==> src/rtl/ahb_pkg.sv <==
// Shared AHB definitions for the bus arbiter and future interconnect blocks.
// Contents: the HTRANS encoding, the arbiter FSM state type, the hold counter width,
// and helpers that classify a transfer type.
package ahb_pkg;

  typedef enum logic [1:0] {
    TransIdle   = 2'b00,
    TransBusy   = 2'b01,
    TransNonseq = 2'b10,
    TransSeq    = 2'b11
  } htrans_t;

  typedef enum logic [1:0] {
    StPark   = 2'b00,
    StOwn    = 2'b01,
    StLocked = 2'b10
  } arb_state_t;

  // Wide enough for the largest supported hold limit (255).
  localparam int unsigned HoldCntW = 8;

  // A beat that moves data and so counts against the owner's hold budget.
  function automatic logic is_data_beat(htrans_t t);
    return (t == TransNonseq) || (t == TransSeq);
  endfunction

  // Transfer types at which a burst may be cut without splitting it mid-SEQ.
  function automatic logic is_burst_boundary(htrans_t t);
    return (t == TransIdle) || (t == TransNonseq);
  endfunction

endpackage

==> src/rtl/rr_priority_pick.sv <==
// Combinational round-robin pick: finds the first set bit of req_i searching upward from
// start_i and wrapping around to bit 0.
// Ports:
//   req_i   - request vector
//   start_i - index searched first
//   valid_o - at least one request is set
//   idx_o   - index of the winning request (0 when valid_o is low)
module rr_priority_pick #(
  parameter int unsigned Width = 4
) (
  input  logic [Width-1:0]         req_i,
  input  logic [$clog2(Width)-1:0] start_i,
  output logic                     valid_o,
  output logic [$clog2(Width)-1:0] idx_o
);

  localparam int unsigned IdxW = $clog2(Width);

  // Two ascending passes: start_i..Width-1 first, then 0..start_i-1.
  always_comb begin
    valid_o = 1'b0;
    idx_o   = '0;
    for (int unsigned i = 0; i < Width; i++) begin
      if (!valid_o && req_i[i] && (IdxW'(i) >= start_i)) begin
        valid_o = 1'b1;
        idx_o   = IdxW'(i);
      end
    end
    for (int unsigned i = 0; i < Width; i++) begin
      if (!valid_o && req_i[i] && (IdxW'(i) < start_i)) begin
        valid_o = 1'b1;
        idx_o   = IdxW'(i);
      end
    end
  end

endmodule

==> src/rtl/ahb_bus_arbiter.sv <==
// Round-robin AHB bus arbiter with a burst-hold limit, HLOCK support and bus parking.
// Ports:
//   HCLK, HRESET - clock and synchronous active-high reset
//   HBUSREQ      - per-master bus request
//   HLOCK        - per-master locked-access request
//   HTRANS       - current transfer type on the bus
//   HREADY       - transfer completion; all arbitration state only moves when high
//   HGRANT       - registered one-hot grant
//   HMASTER      - registered index of the master owning the address phase
//   HMASTLOCK    - registered locked-transfer qualifier for the address phase
module ahb_bus_arbiter
  import ahb_pkg::*;
#(
  parameter int unsigned NUM_MASTERS    = 4,
  parameter int unsigned DEFAULT_MASTER = 0,
  parameter int unsigned MAX_HOLD       = 16
) (
  input  logic                           HCLK,
  input  logic                           HRESET,
  input  logic [NUM_MASTERS-1:0]         HBUSREQ,
  input  logic [NUM_MASTERS-1:0]         HLOCK,
  input  logic [1:0]                     HTRANS,
  input  logic                           HREADY,
  output logic [NUM_MASTERS-1:0]         HGRANT,
  output logic [$clog2(NUM_MASTERS)-1:0] HMASTER,
  output logic                           HMASTLOCK
);

  localparam int unsigned IdxW = $clog2(NUM_MASTERS);
  localparam logic [IdxW-1:0]        DefIdx   = IdxW'(DEFAULT_MASTER);
  localparam logic [IdxW-1:0]        LastIdx  = IdxW'(NUM_MASTERS - 1);
  localparam logic [NUM_MASTERS-1:0] GrantLsb = NUM_MASTERS'(1);
  localparam logic [HoldCntW-1:0]    MaxHold  = HoldCntW'(MAX_HOLD);

  arb_state_t             state_q, state_d;
  logic [NUM_MASTERS-1:0] grant_q, grant_d;
  logic [IdxW-1:0]        owner_q, owner_d;
  logic [IdxW-1:0]        rr_last_q, rr_last_d;
  logic [IdxW-1:0]        hmaster_q, hmaster_d;
  logic                   hmastlock_q, hmastlock_d;
  logic [HoldCntW-1:0]    hold_cnt_q, hold_cnt_d;
  // Set once HLOCK has dropped: the final locked transfer is still completing.
  logic                   tail_q, tail_d;

  htrans_t         trans;
  logic [IdxW-1:0] pick_start, pick_idx;
  logic            pick_valid;
  logic            owner_req, owner_lock, others_req, hold_expired, normal_arb, arb;

  assign trans        = htrans_t'(HTRANS);
  assign owner_req    = HBUSREQ[owner_q];
  assign owner_lock   = HLOCK[owner_q];
  assign others_req   = |(HBUSREQ & ~grant_q);
  assign hold_expired = (hold_cnt_q >= MaxHold) && others_req && is_burst_boundary(trans);
  assign normal_arb   = !owner_req || hold_expired;
  assign pick_start   = (rr_last_q == LastIdx) ? '0 : rr_last_q + IdxW'(1);

  rr_priority_pick #(
    .Width(NUM_MASTERS)
  ) u_pick (
    .req_i  (HBUSREQ),
    .start_i(pick_start),
    .valid_o(pick_valid),
    .idx_o  (pick_idx)
  );

  always_comb begin
    state_d     = state_q;
    grant_d     = grant_q;
    owner_d     = owner_q;
    rr_last_d   = rr_last_q;
    hmaster_d   = hmaster_q;
    hmastlock_d = hmastlock_q;
    hold_cnt_d  = hold_cnt_q;
    tail_d      = tail_q;
    arb         = 1'b0;

    if (HREADY) begin
      // Address phase follows the grant that was already on the bus this cycle.
      hmaster_d   = owner_q;
      hmastlock_d = owner_lock && (state_q == StLocked);

      case (state_q)
        StPark: arb = 1'b1;
        StOwn:  arb = normal_arb;
        StLocked: begin
          if (owner_lock) begin
            tail_d = 1'b0;
          end else if (!tail_q) begin
            tail_d = 1'b1;
          end else if (normal_arb) begin
            arb = 1'b1;
          end else begin
            state_d = StOwn;
            tail_d  = 1'b0;
          end
        end
        default: arb = 1'b1;
      endcase

      if ((state_q == StOwn) && is_data_beat(trans) && (hold_cnt_q < MaxHold)) begin
        hold_cnt_d = hold_cnt_q + HoldCntW'(1);
      end

      if (arb) begin
        tail_d = 1'b0;
        if (pick_valid) begin
          owner_d   = pick_idx;
          rr_last_d = pick_idx;
          state_d   = HLOCK[pick_idx] ? StLocked : StOwn;
        end else begin
          owner_d = DefIdx;
          state_d = StPark;
        end
        grant_d = GrantLsb << owner_d;
        if (owner_d != owner_q) begin
          hold_cnt_d = '0;
        end
      end
    end
  end

  always_ff @(posedge HCLK) begin
    if (HRESET) begin
      state_q     <= StPark;
      grant_q     <= GrantLsb << DefIdx;
      owner_q     <= DefIdx;
      rr_last_q   <= DefIdx;
      hmaster_q   <= DefIdx;
      hmastlock_q <= 1'b0;
      hold_cnt_q  <= '0;
      tail_q      <= 1'b0;
    end else begin
      state_q     <= state_d;
      grant_q     <= grant_d;
      owner_q     <= owner_d;
      rr_last_q   <= rr_last_d;
      hmaster_q   <= hmaster_d;
      hmastlock_q <= hmastlock_d;
      hold_cnt_q  <= hold_cnt_d;
      tail_q      <= tail_d;
    end
  end

  assign HGRANT    = grant_q;
  assign HMASTER   = hmaster_q;
  assign HMASTLOCK = hmastlock_q;

endmodule

==> config.mk <==
export PLATFORM = sky130hd
export DESIGN_NAME = ahb_bus_arbiter
export DESIGN_NICKNAME = d
export VERILOG_FILES = /design/src/rtl/ahb_pkg.sv /design/src/rtl/rr_priority_pick.sv /design/src/rtl/ahb_bus_arbiter.sv
export SDC_FILE = /design/constraint.sdc
export NUM_CORES = 1
export LEC_CHECK = 0
export BUFFER_PORTS_ARGS = -buffer_cell sky130_fd_sc_hd__buf_2
export CORE_MARGIN = 1.5
export CORE_UTILIZATION = 35
export DETAILED_ROUTE_END_ITERATION = 6
export PLACE_DENSITY_LB_ADDON = 0.3
export SETUP_SLACK_MARGIN = 0.05
export SLEW_MARGIN = 0
export SYNTH_ARGS = -nofsm -noshare
export SYNTH_HDL_FRONTEND = slang
export SYNTH_SLANG_ARGS = --single-unit
==> constraint.sdc <==
create_clock -name HCLK -period 4.35 [get_ports HCLK]
set_input_delay 0.87 -clock HCLK [delete_from_list [all_inputs] [get_ports HCLK]]
set_output_delay 0.87 -clock HCLK [all_outputs]
set_load 0.005 [all_outputs]
# ---- After elaboration in Yosys (flattened, before gate mapping)
# Cells that the tools add are included.
dict set report totals {
  reg_bits 22
  in_bits 13
  out_inout_bits 7
  word_cells 116
}
dict set report op_classes {
  addsub 2
  order_cmp 12
  n_eq_ne 8
  shift 1
  mux 44
  bitwise 2
  reduce_logical 39
}
# operator n
set op_table {}
lappend op_table {{two-way mux 2 bit} 17}
lappend op_table {{two-way mux 8 bit} 3}
lappend op_table {{logical AND 1 bit} 20}
lappend op_table {{two-way mux 1 bit} 20}
lappend op_table {{adder 8 x 1 -> 8 bit, second input constant} 1}
lappend op_table {{equality test 2 bit, second input constant} 4}
lappend op_table {{greater-or-equal comparator 8 x 5 -> 1 bit, second input constant} 1}
lappend op_table {{zero test 1 bit} 8}
lappend op_table {{less-than comparator 8 x 5 -> 1 bit, second input constant} 1}
lappend op_table {{binary-select mux 1 bit (select 2 bit)} 3}
lappend op_table {{less-than comparator 2 x 3 -> 1 bit, second input constant} 2}
lappend op_table {{AND reduction 5 bit} 1}
lappend op_table {{bitwise AND 4 bit} 1}
lappend op_table {{greater-or-equal comparator 1 x 2 -> 1 bit, first input constant} 2}
lappend op_table {{greater-or-equal comparator 2 bit, first input constant} 2}
lappend op_table {{less-than comparator 1 x 2 -> 1 bit, first input constant} 2}
lappend op_table {{less-than comparator 2 bit, first input constant} 2}
lappend op_table {{!= test 2 x 1 -> 1 bit, second input constant} 2}
lappend op_table {{NOT 4 bit} 1}
lappend op_table {{AND reduction 2 bit} 2}
lappend op_table {{nonzero test 2 bit} 2}
lappend op_table {{OR reduction 4 bit} 1}
lappend op_table {{<< shifter 1 x 2 -> 4 bit, first input constant} 1}
lappend op_table {{logical OR 1 bit} 3}
lappend op_table {{6 further kinds} 6}

# ---- Logic depth before layout (Yosys ltp)
dict set report depth {
  depth_word 39
  ltp_mapped 8
  mapped_depth_nobuf 7
}

# ---- Modules after synthesis
# From an unflattened synthesis, not the netlist that was laid out.
dict set report hier_totals {
  hier_cells 145
  hier_area_um2 1257.5
}
# module n_inst cells_each area_each_um2 seq_area_each_um2
set modules_own_cells {}
lappend modules_own_cells {ahb_bus_arbiter 1 133 1177.4 440.4}
lappend modules_own_cells {rr_priority_pick 1 12 80.1 0.0}

# ---- Least setup slack after synthesis
# No wires, ideal clock.
dict set report synth_timing {
  path_type {in2reg}
  start {input HBUSREQ[0]}
  end {register state_q[0]}
  setup_time_ns 0.092
  t_arrival_ns 2.038
  t_required_ns 4.258
  slack_ns 2.220
  cell_stages 6
  n_path_buf 1
  path_cell_list {nor2b_4 > a2111oi_4 > o311a_2 > nor2_2 > buf_6 > a311oi_4}
}
dict set report synth_via {
  elab_chain_cells 35
  word_cells_on_any_way 60
  cone_classes {eq/ne (2); mux (27); bitwise (1); reduce/logical (30)}
}
# item line
set synth_rtl {}
lappend synth_rtl {{start: declaration} ahb_bus_arbiter.sv:20} ;# input logic [NUM_MASTERS-1:0] HBUSREQ,
lappend synth_rtl {{logical AND 1 bit} rr_priority_pick.sv:24} ;# if (!valid_o && req_i[i] && (IdxW'(i) >= start_i)) begin
lappend synth_rtl {{two-way mux 1 bit} rr_priority_pick.sv:24}
lappend synth_rtl {{zero test 1 bit} rr_priority_pick.sv:24}
lappend synth_rtl {{logical AND 1 bit (2 in series)} rr_priority_pick.sv:24}
lappend synth_rtl {{two-way mux 1 bit} rr_priority_pick.sv:24}
lappend synth_rtl {{zero test 1 bit} rr_priority_pick.sv:24}
lappend synth_rtl {{logical AND 1 bit (2 in series)} rr_priority_pick.sv:24}
lappend synth_rtl {{two-way mux 1 bit} rr_priority_pick.sv:24}
lappend synth_rtl {{[... 16 more ...]} -}
lappend synth_rtl {{zero test 1 bit} rr_priority_pick.sv:30} ;# if (!valid_o && req_i[i] && (IdxW'(i) < start_i)) begin
lappend synth_rtl {{logical AND 1 bit (2 in series)} rr_priority_pick.sv:30}
lappend synth_rtl {{two-way mux 2 bit} rr_priority_pick.sv:30}
lappend synth_rtl {{binary-select mux 1 bit (select 2 bit)} ahb_bus_arbiter.sv:110} ;# state_d = HLOCK[pick_idx] ? StLocked : StOwn;
lappend synth_rtl {{two-way mux 1 bit (implied by the code)} ahb_bus_arbiter.sv:110}
lappend synth_rtl {{two-way mux 2 bit} ahb_bus_arbiter.sv:110}
lappend synth_rtl {{two-way mux 2 bit} ahb_bus_arbiter.sv:107} ;# if (pick_valid) begin
lappend synth_rtl {{two-way mux 2 bit} ahb_bus_arbiter.sv:105} ;# if (arb) begin
lappend synth_rtl {{end signal: assignment} ahb_bus_arbiter.sv:125} ;# state_q <= StPark;
lappend synth_rtl {{end signal: assignment} ahb_bus_arbiter.sv:134} ;# state_q <= state_d;
lappend synth_rtl {{end: declaration} ahb_bus_arbiter.sv:35} ;# arb_state_t state_q, state_d;
# Parallel ways exist; a longest one is shown, timed or not. The select of a mux whose other input is x is not followed.
# A chain may end at the register's enable or synchronous reset.

# ---- Worst setup path after layout
dict set report layout_timing {
  start {input HBUSREQ[1]}
  end {register state_q[0]}
}
dict set report layout_via {
  elab_chain_cells 32
  word_cells_on_any_way 57
  cone_classes {eq/ne (2); mux (26); bitwise (1); reduce/logical (28)}
}
# item line
set layout_rtl {}
lappend layout_rtl {{logical AND 1 bit (2 in series)} rr_priority_pick.sv:24}
lappend layout_rtl {{two-way mux 1 bit} rr_priority_pick.sv:24}
lappend layout_rtl {{zero test 1 bit} rr_priority_pick.sv:24}
lappend layout_rtl {{logical AND 1 bit (2 in series)} rr_priority_pick.sv:24}
lappend layout_rtl {{two-way mux 1 bit} rr_priority_pick.sv:24}
lappend layout_rtl {{zero test 1 bit} rr_priority_pick.sv:24}
lappend layout_rtl {{logical AND 1 bit (2 in series)} rr_priority_pick.sv:24}
lappend layout_rtl {{two-way mux 1 bit} rr_priority_pick.sv:24}
lappend layout_rtl {{[... 12 more ...]} -}
lappend layout_rtl {{zero test 1 bit} rr_priority_pick.sv:30}
lappend layout_rtl {{logical AND 1 bit (2 in series)} rr_priority_pick.sv:30}
lappend layout_rtl {{two-way mux 2 bit} rr_priority_pick.sv:30}
lappend layout_rtl {{binary-select mux 1 bit (select 2 bit)} ahb_bus_arbiter.sv:110}
lappend layout_rtl {{two-way mux 1 bit (implied by the code)} ahb_bus_arbiter.sv:110}
lappend layout_rtl {{two-way mux 2 bit} ahb_bus_arbiter.sv:110}
lappend layout_rtl {{two-way mux 2 bit} ahb_bus_arbiter.sv:107}
lappend layout_rtl {{two-way mux 2 bit} ahb_bus_arbiter.sv:105}
# Parallel ways exist; a longest one is shown, timed or not. The select of a mux whose other input is x is not followed.

==> impl_metrics.env <==
export IMPL_min_path_type="flop to flop"
export IMPL_busiest_layer="met2"
export IMPL_vias=1218
export IMPL_grt_ovfl_total=0
export IMPL_yosysTopAreaCell="dfxtp_1"
export IMPL_met2_usage_pct=24.6
export IMPL_criticalPathCategory="input pin to flop"
export IMPL_r2r_cells=4
export IMPL_yosys_most_used_dff="dfxtp_1"
export IMPL_end_kind="flop"
export IMPL_gp_congestion=0.858
export IMPL_drtAntennaViolNets=0
export IMPL_port_buffers=19
export IMPL_synth_common_cells="dfxtp_1 (22), inv_1 (12), nand2_1 (11)"
export IMPL_r2r_setup_slack_ps=2150
export IMPL_synth_async_reset_ratio_pct=0
export IMPL_routed_wl_um=3200
export IMPL_synth_seq_cells=22
export IMPL_cts_hold_buf=0
export IMPL_r2r_start="owner_q[0]"
export IMPL_drtIter0Drc=55
export IMPL_initial_utilization_pct=36.2
export IMPL_min_period_ps=2440
export IMPL_clkSinkCount=22
export IMPL_maxCapViolations=0
export IMPL_placed_cell_area_um2=1550
export IMPL_leakagePower_uw=0.000599
export IMPL_antenna_found_initial=0
export IMPL_worstPathRequired_ps=4470
export IMPL_postSynthCellCount=152
export IMPL_drive_above_1_share_pct=26.8
export IMPL_r2r_end="state_q[0]"
export IMPL_syn2layout_area_growth_pct=12.7
export IMPL_holdCritStartpoint="hold_cnt_q[5]"
export IMPL_max_freq_ghz=0.409
export IMPL_arrival_ps=2560
export IMPL_grt_pass1_wl_um=5360
export IMPL_max_slew_worst_pin_slew_ps=732
export IMPL_grtUsageTotal_pct=15.8
export IMPL_worstHoldPathCells=2
export IMPL_chipWidth_um=67.1
export IMPL_cp_cell_sequence="buf_2 > nor2b_1 > a2111oi_4 > o311a_2 > nor2_2 > a311oi_4"
export IMPL_wl_per_cell_um=14.7
export IMPL_final_hold_viol_count=0
export IMPL_synth_area_top_cells="dfxtp_1 (31%), a211oi_2 (7.8%), ha_1 (5.2%), a21oi_1 (3.5%), mux2i_1 (3.5%)"
export IMPL_grt_use_met1_pct=21.6
export IMPL_critPathSlowestCell="nor2_2"
export IMPL_fin_skew_ps=10.5
export IMPL_max_slew_margin_pct=50.8
export IMPL_synth_top_area_share_pct=30.7
export IMPL_critical_path_max_stage_delay_ps=580
export IMPL_critPathLaunchType="input pin"
export IMPL_grt_max_degree=23
export IMPL_first_pass_iters=4
export IMPL_htreeDepth=1
export IMPL_rows=23
export IMPL_synth_edff_count=0
export IMPL_worstSkewPairLatency_ps=270
export IMPL_cts_setup_buffers=0
export IMPL_final_area_um2=1620
export IMPL_diodes=0
export IMPL_viasPerCell=5.59
export IMPL_tritoncts="built"
export IMPL_crit_fanout=11
export IMPL_status="finished, final reports clean"
export IMPL_clkTransAtPathRegs_ps=90
export IMPL_clock_path_buffers=2
export IMPL_p_per_area_nw_per_um2=473
export IMPL_setup_viol=0
export IMPL_yosys_warnings=0
export IMPL_core_um2=3970
export IMPL_setup_tns_final_ps=0
export IMPL_hpwl_um=2470
export IMPL_startpoint="HBUSREQ[1]"
export IMPL_slew_viol_final=0
export IMPL_pin_count=20
export IMPL_syn_area_um2=1440
export IMPL_layout_setup_ws_ps=1910
export IMPL_rsz0062_at_grt="no"
export IMPL_drc=0
export IMPL_hold_path_end="hold_cnt_q[5]"
export IMPL_syn_area_per_cell_um2=9.45
export IMPL_power_uw=766
export IMPL_die_area_um2=4500
export IMPL_synth_distinct_cells=53
export IMPL_ys_seq_area_share_pct=30.7
export IMPL_synth_most_common_cell="dfxtp_1"
export IMPL_grt_pass1_vias=1128
export IMPL_cts_root_buf="clkbuf_8"
export IMPL_met3_usage_pct=2.53
export IMPL_fill_cells=422
export IMPL_synth_fp_nets=171
export IMPL_fin_nets=188
export IMPL_ctsResizeCount=0
export IMPL_die_y_um=67.1
export IMPL_cts_buffers=3
export IMPL_peakVddDrop_uv=213
export IMPL_fin_crit_sh_pct=56.2
export IMPL_dp_slack_ps=1620
export IMPL_whs_ps=469
-- metal layers --
metal | up-vias | share of wire (%)
met5 | - | 0
li1 | 606 | -
met4 | 0 | 1.8
met3 | 6 | 2.9
met1 | 588 | 49
met2 | 18 | 46
-- registers in the layout, summed over array words and instances, names as in the netlist --
register,flops
tail_q,1
owner_q,2
state_q,2
HMASTLOCK,1
HGRANT,4
hold_cnt_q,8
HMASTER,2
rr_last_q,2
-- final cells by class --
class                           instances  area, um2  share of cell area, %
Tap cell                               50       62.6                   3.86
Sequential cell                        22        440                   27.2
Timing Repair Buffer                   19       95.1                   5.87
Multi-Input combinational cell        111        905                   55.9
Clock inverter                          1       30.0                   1.85
Clock buffer                            3       41.3                   2.55
Inverter                               12       45.0                   2.78
-- through the flow --
stage               instances  utilization [%]
finish                    218             40.8
global route              218             40.8
global placement          214             39.0
floorplan                 152                -
CTS                       218             40.8
detailed placement        214             39.0
-- worst max path at each step --
stage / depth (start not counted) / end
6_report: 6 / state_q[0]
5_1_grt: 6 / state_q[0]
4_1_cts: 6 / state_q[0]
3_5_place_dp: 6 / state_q[0]
3_3_place_gp: 6 / state_q[0]
2_1_floorplan: 6 / state_q[0]
-- where the power goes --
part           total, uW  leakage [uW]  internal, uW  switching, uW
logic                314      0.000384           119            195
registers            261      0.000179           229           32.1
clock network        192     0.0000357           123           68.5
-- kinds of logic after synthesis --
family	share of synthesized area (%)
AOI/OAI and AO/OA	30.6
xor gates and xnor gates	1.83
adders and majority gates	5.23
buffers and inverters	6.36
DFF	30.7
muxes	5.05
and+or+nand+nor	20.3
-- layout by cell type (no fill, tap or decap), types with 3 or more instances in the layout --
| cell | n |
|---|---|
| a211oi_2 | 9 |
| o21ai_1 | 6 |
| clkbuf_8 | 3 |
| o31ai_1 | 3 |
| o21ai_0 | 3 |
| ha_1 | 6 |
| mux2i_1 | 5 |
| buf_2 | 19 |
| dfxtp_1 | 22 |
| inv_1 | 12 |
| nor2_1 | 5 |
| nand2_1 | 11 |
| nand4_1 | 4 |
| nand3_1 | 8 |
| a21oi_1 | 10 |
-- worst max-delay path: cells and delay by family --
| family | cells | cell delay (ps) |
|---|---|---|
| AO/OA/AOI/OAI | 3 | 710 |
| buffers and inverters | 1 | 160 |
| AND/OR/NAND/NOR | 2 | 820 |
(Power assumes the default switching activity.)
